`src/rtl/shape_pkg.sv`:
```
// Shared definitions for the shape measurement block: default frame geometry,
// the counter width derivation and the report FSM state encoding.
package shape_pkg;

  localparam int DEFAULT_WIDTH  = 720;
  localparam int DEFAULT_HEIGHT = 1280;

  typedef enum logic [1:0] {
    IDLE    = 2'd0,
    PENDING = 2'd1,
    ISSUE   = 2'd2
  } report_state_t;

  // One spare bit above the pixel count so area never wraps.
  function automatic int calc_cw(input int w, input int h);
    return $clog2(w * h) + 1;
  endfunction

endpackage

```
`src/rtl/mask_line_buffer.sv`:
```
// One-row mask memory: combinational read of the previous row's bit at a
// column, with the current row's bit written back to the same column.
module mask_line_buffer #(
  parameter int WIDTH = 720,
  parameter int AW    = $clog2(WIDTH)
) (
  input  logic          clk_in,
  input  logic          wr_en,
  input  logic [AW-1:0] addr,
  input  logic          wr_data,
  output logic          rd_data
);

  logic mem [WIDTH];
  logic in_range;

  // Columns beyond the row width never touch the array.
  assign in_range = (int'(addr) < WIDTH);
  assign rd_data  = in_range ? mem[addr] : 1'b0;

  always_ff @(posedge clk_in) begin
    if (wr_en && in_range) begin
      mem[addr] <= wr_data;
    end
  end

endmodule

```
`src/rtl/shape_measure.sv`:
```
// Streams a raster mask, accumulating object area and crack-edge perimeter,
// and hands each completed frame's totals to the circularity stage.
//
// state   | meaning
// IDLE    | no result waiting for handoff
// PENDING | result latched, waiting for busy_in low
// ISSUE   | data_valid_out strobe cycle
module shape_measure
  import shape_pkg::*;
#(
  parameter  int WIDTH  = DEFAULT_WIDTH,
  parameter  int HEIGHT = DEFAULT_HEIGHT,
  localparam int CW     = calc_cw(WIDTH, HEIGHT),
  localparam int HW     = $clog2(WIDTH),
  localparam int VW     = $clog2(HEIGHT)
) (
  input  logic          clk_in,
  input  logic          rst_in,
  input  logic          pixel_valid_in,
  input  logic [HW-1:0] hcount_in,
  input  logic [VW-1:0] vcount_in,
  input  logic          mask_in,
  input  logic          busy_in,
  output logic [CW-1:0] area_out,
  output logic [CW-1:0] perimeter_out,
  output logic          data_valid_out,
  output logic          overrun_out
);

  localparam logic [HW-1:0] H_LAST = HW'(WIDTH - 1);
  localparam logic [VW-1:0] V_LAST = VW'(HEIGHT - 1);

  report_state_t state_q, state_d;

  logic [CW-1:0] area_acc, perim_acc;
  logic [CW-1:0] area_nxt, perim_nxt;
  logic [CW:0]   perim_sum;
  logic [2:0]    pc;
  logic          left_q, armed_q;
  logic          up_rd, left_eff, up_eff;
  logic          first_px, h_last, v_last, frame_end;

  mask_line_buffer #(
    .WIDTH (WIDTH),
    .AW    (HW)
  ) u_line_buffer (
    .clk_in  (clk_in),
    .wr_en   (pixel_valid_in),
    .addr    (hcount_in),
    .wr_data (mask_in),
    .rd_data (up_rd)
  );

  always_comb begin
    first_px  = pixel_valid_in && (hcount_in == '0) && (vcount_in == '0);
    h_last    = (hcount_in == H_LAST);
    v_last    = (vcount_in == V_LAST);
    left_eff  = (hcount_in == '0) ? 1'b0 : left_q;
    // Row 0 never trusts the line buffer, so it needs no clearing.
    up_eff    = (vcount_in == '0) ? 1'b0 : up_rd;
    pc        = 3'(mask_in ^ left_eff) + 3'(mask_in ^ up_eff)
              + 3'(mask_in & h_last)   + 3'(mask_in & v_last);
    area_nxt  = (first_px ? '0 : area_acc) + CW'(mask_in);
    perim_sum = {1'b0, (first_px ? '0 : perim_acc)} + (CW + 1)'(pc);
    perim_nxt = perim_sum[CW] ? '1 : perim_sum[CW-1:0];
    // Only frames that began at (0,0) since reset are reportable.
    frame_end = pixel_valid_in && h_last && v_last && (armed_q || first_px);
  end

  always_ff @(posedge clk_in) begin
    if (rst_in) begin
      area_acc      <= '0;
      perim_acc     <= '0;
      left_q        <= 1'b0;
      armed_q       <= 1'b0;
      area_out      <= '0;
      perimeter_out <= '0;
      overrun_out   <= 1'b0;
    end else begin
      overrun_out <= frame_end && (state_q == PENDING);
      if (pixel_valid_in) begin
        area_acc  <= area_nxt;
        perim_acc <= perim_nxt;
        left_q    <= mask_in;
        if (frame_end) begin
          armed_q <= 1'b0;
        end else if (first_px) begin
          armed_q <= 1'b1;
        end
      end
      if (frame_end) begin
        area_out      <= area_nxt;
        perimeter_out <= perim_nxt;
      end
    end
  end

  always_ff @(posedge clk_in) begin
    if (rst_in) begin
      state_q <= IDLE;
    end else begin
      state_q <= state_d;
    end
  end

  always_comb begin
    state_d        = state_q;
    data_valid_out = 1'b0;
    case (state_q)
      IDLE: begin
        if (frame_end) state_d = PENDING;
      end
      PENDING: begin
        // A new frame end wins over handoff: the fresh result waits instead.
        if (!frame_end && !busy_in) state_d = ISSUE;
      end
      ISSUE: begin
        data_valid_out = 1'b1;
        state_d        = frame_end ? PENDING : IDLE;
      end
      default: state_d = IDLE;
    endcase
  end

endmodule

```
`config.mk`:
```
export PLATFORM = sky130hd
export DESIGN_NAME = shape_measure
export DESIGN_NICKNAME = d
export VERILOG_FILES = /design/src/rtl/shape_pkg.sv /design/src/rtl/mask_line_buffer.sv /design/src/rtl/shape_measure.sv
export SDC_FILE = /design/constraint.sdc
export NUM_CORES = 1
export LEC_CHECK = 0
export BUFFER_PORTS_ARGS = -buffer_cell sky130_fd_sc_hd__buf_2
export CAP_MARGIN = 20
export CORE_MARGIN = 4
export CORE_UTILIZATION = 66
export DETAILED_ROUTE_END_ITERATION = 10
export PLACE_DENSITY = 0.83
export REMOVE_ABC_BUFFERS = 1
export SLEW_MARGIN = 30
export SYNTH_ARGS = -nofsm -noshare
export SYNTH_HDL_FRONTEND = slang
export SYNTH_HIERARCHICAL = 1
export SYNTH_SLANG_ARGS = --single-unit
```
`constraint.sdc`:
```
create_clock -name clk_in -period 8.7 [get_ports clk_in]
set_clock_uncertainty 0.2 [all_clocks]
set_input_delay 0.87 -clock clk_in [delete_from_list [all_inputs] [get_ports clk_in]]
set_output_delay 0.87 -clock clk_in [all_outputs]
set_load 0.1 [all_outputs]
```
Yosys cells after proc, flatten, opt, wreduce, memory -nomap -nowiden
Memory sizes are Yosys's and may differ from the RTL's.
Index checks and enable logic that the tools add are counted.
Storage, ports and cells
  logic and storage cells: 57
  output and inout port bits: 44
  input bits: 26
  memories: 1
  flip-flop bits (word level): 89
  bits in writable memories: 720
Operators by class
  reduce and logical (&&, ||, !) cells: 17
  $add $sub $neg: 5
  magnitude comparators: 1
  bitwise logic cells: 4
  equal/unequal tests: 6
  muxes and demuxes: 15
Memory list
  u_line_buffer.mem: words 720, bits a word 1, rd ports 1, clocked after Yosys merged registers in 0, write ports 1, line mask_line_buffer.sv:14  | logic mem [WIDTH];
Operators by type and width (count)
  21-bit two-way mux: 3
  21-bit by 3-bit adder with 22-bit output: 1
  21-bit by 1-bit adder with 21-bit output: 1
  11-bit == test (second input constant): 1
  11-bit logical NOT: 1
  10-bit == test (second input constant): 1
  10-bit logical NOT: 1
  10-bit < comparator (second input constant): 1
  1-bit two-way mux: 9
  1-bit logical AND: 8
  2-bit one-hot mux with 3 select lines: 1
  2-bit two-way mux: 2
  2-bit AND reduction: 2
  2-bit by 1-bit adder with 3-bit output: 1
  3-bit by 1-bit adder with 3-bit output: 1
  1-bit by 1-bit adder with 2-bit output: 1
  1-bit AND: 2
  2-bit by 1-bit == test with 1-bit output (second input constant): 1
  2-bit == test (second input constant): 1
  1-bit logical NOT: 2
  2-bit logical NOT: 1
  2-bit by 1-bit != test with 1-bit output (second input constant): 1
  2-bit != test (second input constant): 1
  2-bit nonzero test: 1
  other kinds (2): 3

Longest topological paths before layout
  depth in word-level cells: 9
  mapped depth: 25
  mapped depth without buffers: 20

Hierarchy
The synthesis kept the hierarchy.
Modules (own cells, without submodules)
  mask_line_buffer: seq. area each 21620.7 um2, times used 1, cells an instance 2361, area an instance 31307.5 um2
  shape_measure: seq. area each 1781.7 um2, times used 1, cells an instance 571, area an instance 4634.4 um2

Worst setup path after synthesis
Ideal clock, no wire load.
  path kind: input port to flip-flop
  from: in hcount_in[1]
  to: reg perimeter_out[20]
  cell stages on the path: 24
  path slack: 2.945 ns
  data required time: 8.365 ns
  arrival: 5.420 ns
  setup time: 0.135 ns
  buffers on the path: 5
  cells stage by stage: buf_2 buf_2 buf_4 buf_2 buf_2 mux4_2 a22oi_1 nand4_1 nand4_1 nand2_1 o41a_1 nand2_1 xnor2_1 fa_1 inv_1 fa_1 inv_1 fa_1 nand3_2 nor4_1 nand2_1 xnor2_1 o21ai_0 a21oi_1
On the way
  word-level cells in the longest chain between the ends: 9
  elaborated cells on any way between the ends: 22
  classes of those cells: 4 x add/sub; 1 x order compare; 1 x eq/ne; 5 x mux; 3 x bitwise; 7 x reduce/logical; 1 x memory
Ends and longest elaborated chain
  start, declared: line shape_measure.sv:20  | input logic [HW-1:0] hcount_in,
  memory 720 x 1 bit or 10-bit < comparator (tied branches)
  1-bit two-way mux *: line mask_line_buffer.sv:19  | assign rd_data = in_range ? mem[addr] : 1'b0;
  named net up_rd: line shape_measure.sv:40  | logic up_rd, left_eff, up_eff;
  1-bit two-way mux *: line shape_measure.sv:60  | up_eff = (vcount_in == '0) ? 1'b0 : up_rd;
  1-bit bitwise XOR *: line shape_measure.sv:61  | pc = 3'(mask_in ^ left_eff) + 3'(mask_in ^ up_eff)
  1-bit by 1-bit adder with 2-bit output *: line shape_measure.sv:61
  2-bit by 1-bit adder with 3-bit output *: line shape_measure.sv:62  | + 3'(mask_in & h_last) + 3'(mask_in & v_last);
  3-bit by 1-bit adder with 3-bit output *: line shape_measure.sv:62
  21-bit by 3-bit adder with 22-bit output *: line shape_measure.sv:64  | perim_sum = {1'b0, (first_px ? '0 : perim_acc)} + (CW + 1)'(pc);
  21-bit two-way mux *: line shape_measure.sv:65  | perim_nxt = perim_sum[CW] ? '1 : perim_sum[CW-1:0];
  end signal, assigned: line shape_measure.sv:93  | perimeter_out <= perim_nxt;
  end, declared: line shape_measure.sv:25  | output logic [CW-1:0] perimeter_out,
The timed path passes the listed nets; every way through them passes the cells marked *.
A chain may end at the register's enable or synchronous reset.

Worst setup path after layout
  from: in hcount_in[1]
  to: reg perim_acc[14]
On the way
  word-level cells in the longest chain between the ends: 9
  elaborated cells on any way between the ends: 18
  classes of those cells: 4 x add/sub; 1 x order compare; 1 x eq/ne; 5 x mux; 3 x bitwise; 3 x reduce/logical; 1 x memory
Ends and longest elaborated chain
  memory 720 x 1 bit or 10-bit < comparator (tied branches)
  1-bit two-way mux *: line mask_line_buffer.sv:19
  named net up_rd: line shape_measure.sv:40
  1-bit two-way mux *: line shape_measure.sv:60
  1-bit bitwise XOR *: line shape_measure.sv:61
  1-bit by 1-bit adder with 2-bit output *: line shape_measure.sv:61
  2-bit by 1-bit adder with 3-bit output *: line shape_measure.sv:62
  3-bit by 1-bit adder with 3-bit output *: line shape_measure.sv:62
  21-bit by 3-bit adder with 22-bit output *: line shape_measure.sv:64
  21-bit two-way mux *: line shape_measure.sv:65
  end signal, assigned: line shape_measure.sv:83  | perim_acc <= perim_nxt;
  end, declared: line shape_measure.sv:35  | logic [CW-1:0] area_acc, perim_acc;
Marked as above.

==> reports/results.txt <==
The most common cell in the synthesized netlist is sky130_fd_sc_hd__nor2_1. In the final routed layout, each cell accounts on average for 27.4 microns. The floorplan has 85 rows. The cell area after placement is 36500 sq um.

The critical path data required time is 9040 ps, and the total buffers and inverters traversed by the critical path is 4. The via count of the first global-routing pass is 24400. In this design, the largest share of critical-path delay is due to compound AO/OA/AOI/OAI gates.

Cells with a size suffix above 1 make up 12.2% of the layout. Reg2reg setup slack: 2510 ps. In this run the critical register-to-register path is launched from u_line_buffer/mem[572].

Headroom to the max-slew limit came out at 25.5%. The count of yosys warnings during synthesis was 6; the number of I/O pins was 70. In the post-route analysis, the smallest setup slack over all paths is 1640 ps. The part of the cycle the worst path needs works out to 81.1%. The synthesized design spends more area on one cell type than any other, namely sky130_fd_sc_hd__edfxtp_1. The floorplan step set the die width to 241 microns. Detailed routing inserted a total of 25200 vias.

The global placer's final weighted congestion is 0.950. The post-synthesis sequential element count came out at 809. The tree is rooted in a sky130_fd_sc_hd__clkbuf_16. In this run the worst hold path is classified as in2reg.

The mean instance size in the synthesized netlist works out to 12.3 sq um. The tools report the count of hold-fix buffers inserted at cts as 0. The first global-routing pass estimated 147 mm of wire. The pre-CTS setup slack was 1300 ps.

The beginning of the worst hold path is busy_in. The endpoint type of the worst setup path is a flop. The clock passes through at most 3 buffers.

In this run the number of H-tree levels came out at 3. The floorplan step defined a core boundary enclosing 53900 sq um. The quantity of I/O buffers inserted on ports was 69.

The detailed router's first-iteration violation count was 4491; the maximum fanout count along the critical path was 41. After synthesis the cells add up to 35900 sq um. The total negative slack for setup checks was 0 ps; the worst-case reg-to-reg path depth was 18.

At the pin with the least slew margin, the transition time is 1110 ps. Yosys mapped the design onto 83 distinct sky130hd cell types. Type of origin of the critical path: an input pin. Of the synthesized area, sequential elements account for 65.1%.

The highest achievable clock rate is 142 MHz. The synthesized design contains 720 enable-type register cells. Setup violations remaining at the end of the flow were counted as 0. The signal arrival time at the worst endpoint is 7400 ps. Summed over all cells, the static leakage comes to 0.0128 uW. The clock insertion delay at the later pin of the skew report is 640 ps, and the area share of the leading cell type in the synthesized netlist is 60.2%. Using the TritonRoute via totals, the vias-per-cell ratio works out to 6.92. For this run, the leading register cell type out of synthesis is sky130_fd_sc_hd__edfxtp_1. In the post-synthesis netlist, the biggest area contributors are sky130_fd_sc_hd__edfxtp_1 (60%), sky130_fd_sc_hd__nor2_1 (8.5%), sky130_fd_sc_hd__mux2i_1 (8.2%). Number of DRC violations after detailed routing: 0. Setup repair after global routing left no endpoint under its margin. In the synthesized netlist the async set-or-reset flop fraction comes to 0%. TritonCTS built the clock tree.

The final count of hold timing violations came out at 0. The run gives 3 as the initial antenna violation count. The clock net sink count is 809, and the overflow left after global routing is 0. The logs give 66.7% for the starting density of the core and 82 for the number of CTS-inserted buffers.

The run finished with clean final reports. The time the final worst path needs with I/O delays and setup was 7060 ps; the first-pass detailed-route iteration total was 6. The count of nets left with antenna violations once routing finished came out at 0. For this run, the share of the core covered by cells in the final layout is 73.0%. The highest cell delay on the worst timing path is 710 ps, and the die boundary height is 241 microns.

Post-CTS timing repair inserted 0 buffers for setup. The logs give 58300 sq um for the die outline area and 39400 sq um for the finished layout cell area. The max-capacitance violation count is 0, and the clock slew seen by the registers of the worst setup and hold paths is 60 ps. The critical path goes through buf_2 > buf_4 > mux4_2 > mux2_2 > a22o_1 > a211oi_1 > a311oi_1 > o221a_1 > o41a_1 > nand2_1 > xnor2_1 > fa_1 > inv_1 > fa_1 > nor2b_1 > o21ai_1 > nor3_2 > buf_4 > o21ai_1 > a221oi_2. The post-synthesis cell count is 2932, and the area added between synthesis and finish is 9.55%.

Entering global routing, the biggest net connects 256 pins. The logs give 8270 uW for the post-layout total power and 0 for the count of instances resized after the clock tree is built. Sorting the synthesized cells by how often they occur yields sky130_fd_sc_hd__nor2_1 (815), sky130_fd_sc_hd__edfxtp_1 (720), sky130_fd_sc_hd__mux2i_1 (294), sky130_fd_sc_hd__clkbuf_1 (170), sky130_fd_sc_hd__nand2_1 (126). The number of nets in the finished design came out at 2913.

The number of fill cells in the layout came out at 3320. The path with the worst hold slack has its endpoint at state_q[1]. The total power per unit cell area was 210 nW/um^2. The master of the slowest instance on the critical path was sky130_fd_sc_hd__nor3_2. The logs give 56.3 mm for the sum of net half-perimeters after detailed placement and 99.9 mm for the routed wire length.

The type of the worst setup path was in2reg. The run gives 0 as the count of pins over their slew limit. The overall track demand over capacity in global routing was 34.1%; the number of cells on the worst hold path was 2.

In this run the number of cells on the critical path is 20. The run gives 214 uV as the worst IR drop on VDD. The reg-to-reg endpoint is perim_acc[14].
## registers in the layout, summed over array words and instances (netlist names)
name	flops
armed_q	1
perimeter_out	21
overrun_out	1
state_q	2
left_q	1
area_acc	21
u_line_buffer/mem	720
perim_acc	21
area_out	21
## cells in the final DEF (no fill, tap or decap), drive strengths merged, types with 4 or more instances in the layout
cell,count
o21ai,47
a21oi,66
a32oi,14
or4,7
o22ai,122
mux4,38
xnor2,24
and3,14
buf,125
nor2b,8
or3,9
a22oi,9
a31oi,6
nand2b,6
xor2,11
nor3b,5
o211ai,9
nor2,816
clkinv,31
nand3b,4
and3b,5
or4b,4
a21o,4
and2,10
a221oi,6
nand4bb,5
clkbuf,98
nor4,38
dfxtp,89
nor3,36
a211oi,19
nand2,127
bufinv,12
nand4,17
nand4b,4
o2111ai,4
nand3,28
inv,14
edfxtp,720
mux2i,294
## area by class of cell
cell class                      count  area (sq um)  area share, %
Clock buffer                       98          2210           5.60
Timing Repair Buffer              125           863           2.19
Multi-Input combinational cell   1852         11400           29.0
Antenna cell                        2          5.00         0.0127
Sequential cell                   809         23400           59.4
Tap cell                          696           871           2.21
Clock inverter                     49           584           1.48
Inverter                           11          41.3          0.105
## cells by family (layout without fill, tap and decap cells)
| logic type | count (synthesis) | after routing | share of synthesized area (%) |
|---|---|---|---|
| AO/OA/AOI/OAI | 324 | 324 | 5.79 |
| XOR/XNOR | 35 | 35 | 0.853 |
| adder cells (fa/ha/maj) | 6 | 6 | 0.272 |
| buffers and inverters | 271 | 283 | 3.50 |
| flip-flops | 809 | 809 | 65.1 |
| multiplexers | 334 | 334 | 10.6 |
| other | 0 | 2 | 0 |
| AND/OR/NAND/NOR | 1153 | 1153 | 13.8 |
## how the worst max path moves through the flow
| stage | start | end | slack, ps |
|---|---|---|---|
| after floorplan | hcount_in[2] | perim_acc[6] | 2970 |
| after global placement | hcount_in[1] | perim_acc[8] | 1410 |
| after detailed placement | hcount_in[3] | perim_acc[14] | 1300 |
| after CTS | hcount_in[4] | perim_acc[14] | 1820 |
| after global routing | hcount_in[1] | perim_acc[14] | 1410 |
| final | hcount_in[1] | perim_acc[14] | 1640 |
## power breakdown
group / internal, uW / switching [uW]
sequential: 4230 / 2.50
clock: 2170 / 1480
combinational: 113 / 272
total: 6510 / 1760
## per-layer routing
layer | vias up | share of wire, % | GRT usage, %
met3 | 472 | 15 | 10.1
met4 | 2 | 6.4 | 18.4
li1 | 10500 | - | -
met2 | 2109 | 46 | 52.6
met5 | - | 0.012 | 0
met1 | 12100 | 33 | 44.4
## through the flow
stage	hold slack, ps	std cells
global placement	236	3492
floorplan	236	2672
global route	230	3640
detailed placement	245	3492
CTS	227	3639
finish	243	3642
Power figures use the tool's default switching activity.
